### config.mk
export PLATFORM = sky130hd
export DESIGN_NAME = matmul_sequencer_flat
export DESIGN_NICKNAME = d
export VERILOG_FILES = /design/src/rtl/matmul_sequencer_pkg.sv /design/src/rtl/matmul_sequencer_if.sv /design/src/rtl/matmul_sequencer_mac_unit.sv /design/src/rtl/matmul_sequencer.sv /design/src/flat_wrapper.sv
export SDC_FILE = /design/constraint.sdc
export NUM_CORES = 2
export LEC_CHECK = 0
export ABC_AREA = 1
export CAP_MARGIN = 20
export CORE_AREA = 2 2 434 436
export CTS_CLUSTER_SIZE = 14
export DETAILED_ROUTE_END_ITERATION = 10
export DIE_AREA = 0 0 436 438
export PLACE_DENSITY_LB_ADDON = 0.3
export SYNTH_ARGS = -nofsm -noshare
export SYNTH_HDL_FRONTEND = slang
export SYNTH_SLANG_ARGS = --single-unit
export TNS_END_PERCENT = 1
### constraint.sdc
create_clock -name clk -period 7.6 [get_ports clk]
set_input_delay 1.52 -clock clk [delete_from_list [all_inputs] [get_ports clk]]
set_output_delay 1.52 -clock clk [all_outputs]
set_load 0.03 [all_outputs]
### src/rtl/matmul_sequencer_pkg.sv
// Shared sizes, types and the lane-select helper for the matmul sequencer.
package matmul_sequencer_pkg;

  localparam int VLEN   = 128;
  localparam int N      = 4;
  localparam int ELEM_W = 32;
  localparam int ADDR_W = 5;
  localparam int ACC_W  = 2*ELEM_W + $clog2(N);
  localparam int IDX_W  = $clog2(N);

  typedef enum logic [1:0] {
    IDLE = 2'd0,
    MAC  = 2'd1,
    OUT  = 2'd2,
    DONE = 2'd3
  } seq_state_e;

  typedef logic [ELEM_W-1:0]         elem_t;
  typedef logic [ACC_W-1:0]          acc_t;
  typedef logic [IDX_W-1:0]          idx_t;
  typedef logic [ADDR_W-1:0]         addr_t;
  typedef logic [N-1:0][VLEN-1:0]    vec_set_t;

  // Lane k of one ROM vector; lane 0 sits in the least significant bits.
  function automatic elem_t lane(input logic [VLEN-1:0] v, input idx_t k);
    return v[k*ELEM_W +: ELEM_W];
  endfunction

endpackage

### src/rtl/matmul_sequencer_if.sv
// Control, ROM read and result-stream signals of the matmul sequencer.
// slave = the sequencer side, master = the surrounding control/ROM/writeback.
interface matmul_sequencer_if;
  import matmul_sequencer_pkg::*;

  logic     start;
  addr_t    base_a;
  addr_t    base_b;
  logic     busy;
  logic     done;

  addr_t    rom_addr_a;
  addr_t    rom_addr_b;
  vec_set_t rom_vec_a;
  vec_set_t rom_vec_b;

  logic     res_valid;
  logic     res_ready;
  acc_t     res_data;
  idx_t     res_row;
  idx_t     res_col;

  modport slave (
    input  start, base_a, base_b, rom_vec_a, rom_vec_b, res_ready,
    output busy, done, rom_addr_a, rom_addr_b, res_valid, res_data, res_row, res_col
  );

  modport master (
    output start, base_a, base_b, rom_vec_a, rom_vec_b, res_ready,
    input  busy, done, rom_addr_a, rom_addr_b, res_valid, res_data, res_row, res_col
  );

endinterface

### src/rtl/matmul_sequencer_mac_unit.sv
// Single multiply-accumulate: one unsigned ELEM_W x ELEM_W product per enabled clock.
// Clear wins over enable so a new dot product can start on the same edge.
module mac_unit
  import matmul_sequencer_pkg::*;
(
  input  logic  clk,
  input  logic  rst_n,
  input  logic  clr,
  input  logic  en,
  input  elem_t a,
  input  elem_t b,
  output acc_t  acc
);

  logic [2*ELEM_W-1:0] prod;

  assign prod = a * b;

  // Accumulator register: cleared between elements, summed during MAC.
  always_ff @(posedge clk or negedge rst_n) begin
    if (!rst_n) begin
      acc <= '0;
    end else if (clr) begin
      acc <= '0;
    end else if (en) begin
      acc <= acc + ACC_W'(prod);
    end
  end

endmodule

### src/rtl/matmul_sequencer.sv
// C = A x B sequencer: A rows and B columns come from the ROM as whole vector
// sets; each C element is a lane-serial dot product, streamed row-major.
//
//  state | meaning
//  IDLE  | waiting for start; bases and indices loaded on start
//  MAC   | one lane product per clock into the accumulator, k = 0..N-1
//  OUT   | C[i][j] presented on the result port until res_ready
//  DONE  | one-cycle done pulse, then back to IDLE
module matmul_sequencer
  import matmul_sequencer_pkg::*;
(
  input  logic              clk,
  input  logic              rst_n,
  matmul_sequencer_if.slave bus
);

  localparam logic [1:0] S_IDLE = IDLE;
  localparam logic [1:0] S_MAC  = MAC;
  localparam logic [1:0] S_OUT  = OUT;
  localparam logic [1:0] S_DONE = DONE;
  localparam idx_t       LAST   = idx_t'(N-1);

  logic [1:0]      state_q;
  idx_t            i_q;
  idx_t            j_q;
  idx_t            k_q;
  addr_t           base_a_q;
  addr_t           base_b_q;

  logic [VLEN-1:0] vec_a_sel;
  logic [VLEN-1:0] vec_b_sel;
  elem_t           lane_a;
  elem_t           lane_b;
  logic            accept;
  logic            handshake;
  logic            mac_clr;
  logic            mac_en;
  acc_t            acc;

  assign vec_a_sel = bus.rom_vec_a[i_q];
  assign vec_b_sel = bus.rom_vec_b[j_q];
  assign lane_a    = lane(vec_a_sel, k_q);
  assign lane_b    = lane(vec_b_sel, k_q);

  assign accept    = (state_q == S_IDLE) && bus.start;
  assign handshake = (state_q == S_OUT) && bus.res_ready;
  assign mac_clr   = accept || handshake;
  assign mac_en    = (state_q == S_MAC);

  mac_unit u_mac (
    .clk   (clk),
    .rst_n (rst_n),
    .clr   (mac_clr),
    .en    (mac_en),
    .a     (lane_a),
    .b     (lane_b),
    .acc   (acc)
  );

  // Sequencing FSM with its row/column/lane indices and latched bases.
  always_ff @(posedge clk or negedge rst_n) begin
    if (!rst_n) begin
      state_q  <= S_IDLE;
      i_q      <= '0;
      j_q      <= '0;
      k_q      <= '0;
      base_a_q <= '0;
      base_b_q <= '0;
    end else begin
      case (state_q)
        S_IDLE: begin
          if (bus.start) begin
            base_a_q <= bus.base_a;
            base_b_q <= bus.base_b;
            i_q      <= '0;
            j_q      <= '0;
            k_q      <= '0;
            state_q  <= S_MAC;
          end
        end
        S_MAC: begin
          if (k_q == LAST) begin
            k_q     <= '0;
            state_q <= S_OUT;
          end else begin
            k_q <= k_q + 1'b1;
          end
        end
        S_OUT: begin
          if (bus.res_ready) begin
            if (j_q == LAST) begin
              j_q <= '0;
              if (i_q == LAST) begin
                i_q     <= '0;
                state_q <= S_DONE;
              end else begin
                i_q     <= i_q + 1'b1;
                state_q <= S_MAC;
              end
            end else begin
              j_q     <= j_q + 1'b1;
              state_q <= S_MAC;
            end
          end
        end
        S_DONE: begin
          state_q <= S_IDLE;
        end
        default: begin
          state_q <= S_IDLE;
        end
      endcase
    end
  end

  assign bus.busy       = (state_q == S_MAC) || (state_q == S_OUT);
  assign bus.done       = (state_q == S_DONE);
  assign bus.res_valid  = (state_q == S_OUT);
  assign bus.res_data   = acc;
  assign bus.res_row    = i_q;
  assign bus.res_col    = j_q;
  assign bus.rom_addr_a = base_a_q;
  assign bus.rom_addr_b = base_b_q;

endmodule

### src/flat_wrapper.sv
// flat-port wrapper written by rule: the top's interface ports become plain ports
module matmul_sequencer_flat import matmul_sequencer_pkg::*;
  (clk, rst_n, bus_start, bus_base_a, bus_base_b, bus_rom_vec_a, bus_rom_vec_b, bus_res_ready, bus_busy, bus_done, bus_rom_addr_a, bus_rom_addr_b, bus_res_valid, bus_res_data, bus_res_row, bus_res_col);
  matmul_sequencer_if bus_i ();
  input  logic clk;
  input  logic rst_n;
  input wire logic [$bits(bus_i.start)-1:0] bus_start;
  input wire logic [$bits(bus_i.base_a)-1:0] bus_base_a;
  input wire logic [$bits(bus_i.base_b)-1:0] bus_base_b;
  input wire logic [$bits(bus_i.rom_vec_a)-1:0] bus_rom_vec_a;
  input wire logic [$bits(bus_i.rom_vec_b)-1:0] bus_rom_vec_b;
  input wire logic [$bits(bus_i.res_ready)-1:0] bus_res_ready;
  output wire logic [$bits(bus_i.busy)-1:0] bus_busy;
  output wire logic [$bits(bus_i.done)-1:0] bus_done;
  output wire logic [$bits(bus_i.rom_addr_a)-1:0] bus_rom_addr_a;
  output wire logic [$bits(bus_i.rom_addr_b)-1:0] bus_rom_addr_b;
  output wire logic [$bits(bus_i.res_valid)-1:0] bus_res_valid;
  output wire logic [$bits(bus_i.res_data)-1:0] bus_res_data;
  output wire logic [$bits(bus_i.res_row)-1:0] bus_res_row;
  output wire logic [$bits(bus_i.res_col)-1:0] bus_res_col;
  assign bus_i.start = bus_start;
  assign bus_i.base_a = bus_base_a;
  assign bus_i.base_b = bus_base_b;
  assign bus_i.rom_vec_a = bus_rom_vec_a;
  assign bus_i.rom_vec_b = bus_rom_vec_b;
  assign bus_i.res_ready = bus_res_ready;
  assign bus_busy = bus_i.busy;
  assign bus_done = bus_i.done;
  assign bus_rom_addr_a = bus_i.rom_addr_a;
  assign bus_rom_addr_b = bus_i.rom_addr_b;
  assign bus_res_valid = bus_i.res_valid;
  assign bus_res_data = bus_i.res_data;
  assign bus_res_row = bus_i.res_row;
  assign bus_res_col = bus_i.res_col;
  matmul_sequencer u_core (.clk(clk), .rst_n(rst_n), .bus(bus_i));
endmodule
==> metrics.csv <==
stage,metric,value,unit
run_status,outcome,"finished, violations left",
run_status,violations,negative setup slack,
grt,grt_pass1_vias,56700,
grt,overflow,0,
synthesis,yosysMostFrequentCell,inv_1,
cts,numCtsBuffers,9,
flow_run,drv_cap,0,
sta,fin_crit_sh,1.17,
worst_setup_path,reg2reg_depth,36,
worst_setup_path,critPathRequiredTime,7.94,ns
detailed_routing,via_count,55300,
detailed_routing,ant_nets,0,
sta,skew,0.0261,ns
cts,ctsHoldBuffers,0,
floorplan,dieArea,0.191,sq mm
worst_setup_path,critPathSlowestCell,fa_2,
synthesis,synthDistinctLibCells,40,
cts,cts_tree,built,
grt,grt_pass1_wl,467000,um
cts,numClockSinks,84,
detailed_routing,drt_iter0_drc,5634,
floorplan,coreArea,0.187,sq mm
detailed_routing,avgRoutedWirePerCell,29.9,um
sta,clock.fmax,0.113,GHz
synthesis,ys_ff_latch,84,
layout,final_nets,11100,
sta,finalSetupViolations,57,
layout,multi_input_area,0.0410,sq mm
sta,rsz0062_at_grt,yes,
synthesis,synth_edf_count,0,
cts,insertion_delay,0.46,ns
worst_setup_path,crit_path_end_kind,register,
grt,grt_max_degree,51,
sta,slew_headroom,0.308,
synthesis,yosys.area_share.xor_xnor,0.000697,
floorplan,ios,1121,
synthesis,synthCells,7099,
synthesis,muxShareOfSynthArea,0.0198,
detailed_routing,via_per_inst,4.85,
hold_path,hold_start,u_core.bus.rom_addr_b[4],
synthesis,synth.avg_cell_area,7.08,sq um
worst_setup_path,rr_endpoint,u_core.u_mac.acc[61],
synthesis,yosys.area_share.adder,0.448,
layout,seqCellArea,0.00212,sq mm
grt,track_usage,0.353,
layout,drive_above_1_share,0.176,
floorplan,start_util,0.269,
synthesis,synthSimpleGateAreaFrac,0.192,
synthesis,synthFlopType,dfrtp_1,
layout,instances_no_fill,11400,
worst_setup_path,r2r-start,u_core.bus.res_col[0],
synthesis,synth_area,0.0502,sq mm
synthesis,synth_top_area_share,0.383,
synthesis,synth_top_cells_by_area,"fa_1 (38%), inv_1 (14%), nand2_1 (13%)",
worst_setup_path,crit_arrival,9.20,ns
synthesis,synth_top_family_by_area,adder cells,
cts,cts_root_buffer,clkbuf_16,
grt,antenna_found_initial,101,
sta,hold_viol,0,
placed_design,placedInstanceArea,0.0722,sq mm
placed_design,place_hpwl,304000,um
placed_design,gp_congestion,1.01,
synthesis,synth_compound_area_frac,0.109,
synthesis,ys.warnings.count,0,
hold_path,min_path_type,reg -> reg,
sta,worstMarginPinSlew,1.04,ns
synthesis,ys_top_cells_by_count,"inv_1 (1,880), nand2_1 (1,743), fa_1 (962)",
floorplan,die_h,438,um
detailed_routing,wirelength,341000,um
floorplan,die_w,436,um
layout,fillers,19700,
hold_path,whs_endpoint,u_core.bus.rom_addr_b[4],
sta,slew_viol_final,0,
worst_setup_path,crit_type,in -> reg,
worst_setup_path,slowest_delay,0.63,ns
synthesis,synth_nets,9359,
cts,clk_path_buf_depth,2,
hold_path,hold_depth,1,
worst_setup_path,crit_path_max_fanout,23,
placed_design,port_buffers,1120,
sta,layout_setup_ws,-1.26,ns
cts,clk_pin_slew,0.09,ns
detailed_routing,drtPass1Iterations,7,
synthesis,yosysSeqAreaShare,0.0418,
worst_setup_path,r2r_slack,-0.88,ns
sta,min_period,8.86,ns
layout,finalInstanceArea,0.0753,sq mm
layout,final_util,0.403,
floorplan,rows,159,
cts,cts.htree.levels,3,
detailed_routing,drc,0,
synthesis,synthArstFlopShare,1.00,
synthesis,yosys.area.top_type,fa_1,
worst_setup_path,cp-start-kind,input pin,
layout,syn_to_final_growth,49.8,%
placed_design,dp_cells,11300,
-- cell usage in the layout (no fill, tap or decap), types with 14 or more instances in the layout --
master and n:
o221ai_1 146, o21ai_2 21, nand2_4 27, clkdlybuf4s50_1 1067, a21oi_1 47, nor2_2 46
diode_2 40, nand2_2 86, inv_2 66, nor2_1 508, buf_6 47, nor2_4 30
ha_4 30, o221ai_2 29, o211ai_1 62, mux2i_1 81, fa_1 922, ha_1 226
nand2_1 1630, o32ai_1 18, dfrtp_1 78, inv_1 1855, o32ai_2 14, nand3_2 17
dlygate4sd2_1 39, buf_12 168, fa_2 40, o21ai_1 63, buf_4 805, o21ai_0 357
o22ai_1 38, nand3_1 115
-- cells by family (layout without fill, tap and decap cells) --
kind of cell / Yosys count / after routing
adders and majority gates: 1222 / 1222
and+or+nand+nor: 2501 / 2501
buffers and inverters: 2331 / 4092
muxes: 98 / 98
AOI/OAI and AO/OA: 859 / 859
xor gates and xnor gates: 4 / 4
other: 0 / 40
DFF: 84 / 84
-- cell type report --
cell class              count  share of cell area
clock inverters             7             0.00125
multi-input cells        4684               0.544
repair buffers           2151               0.284
diodes                     40             0.00133
well taps                2495              0.0415
clock buffers               9             0.00299
flip-flops and latches     84              0.0282
inverters                1925              0.0962
-- worst max path at each step --
stage / from / to / slack [ns]
after floorplan: bus_rom_vec_b[156] / u_core.u_mac.acc[63] / -0.15
after global placement: bus_rom_vec_b[257] / u_core.u_mac.acc[52] / -2.39
after detailed placement: bus_rom_vec_b[161] / u_core.u_mac.acc[49] / -2.52
after CTS: bus_rom_vec_a[270] / u_core.u_mac.acc[54] / -1.12
after global routing: bus_rom_vec_b[11] / u_core.u_mac.acc[61] / -1.44
final: bus_rom_vec_a[172] / u_core.u_mac.acc[55] / -1.26
-- layer usage --
layer / up-vias / global-route usage / part of all wire
met5: - / 0 / 0.0011
met4: 60 / 0.122 / 0.040
met3: 337 / 0.0986 / 0.091
met2: 2447 / 0.528 / 0.43
met1: 27900 / 0.487 / 0.44
li1: 24600 / - / -
-- state kept, by name, summed over array words and instances (netlist names) --
register / cells
u_core.bus.res_col: 2
u_core.bus.res_row: 2
u_core.bus.rom_addr_a: 5
u_core.bus.rom_addr_b: 5
u_core.k_q: 2
u_core.state_q: 2
u_core.u_mac.acc: 66
-- through the flow --
step	TNS [ns]	setup slack [ns]	hold WS [ns]
floorplan	-3.81	-0.153	0.499
global route	-73.82	-1.44	0.522
CTS	-55.54	-1.12	0.513
global placement	-127.07	-2.39	0.491
detailed placement	-125.92	-2.52	0.493
finish	-59.90	-1.26	0.517
-- worst max-delay path: cells and delay by family --
family          cells  cell delay, ns
compound gates      3            0.71
simple gates       12            1.15
buf+inv            10            1.32
fa+ha+maj           9            4.43
-- timing repair --
item,4_1_cts,5_1_grt
pin swaps,172,93
resized for setup,507,141
cloned,7,0
buffers inserted,26,3
endpoints found under the setup margin,58,57
Power is left out: the tool's default activity adds up to more than one toggle a clock period on the data nets, which glitch-free logic cannot reach.
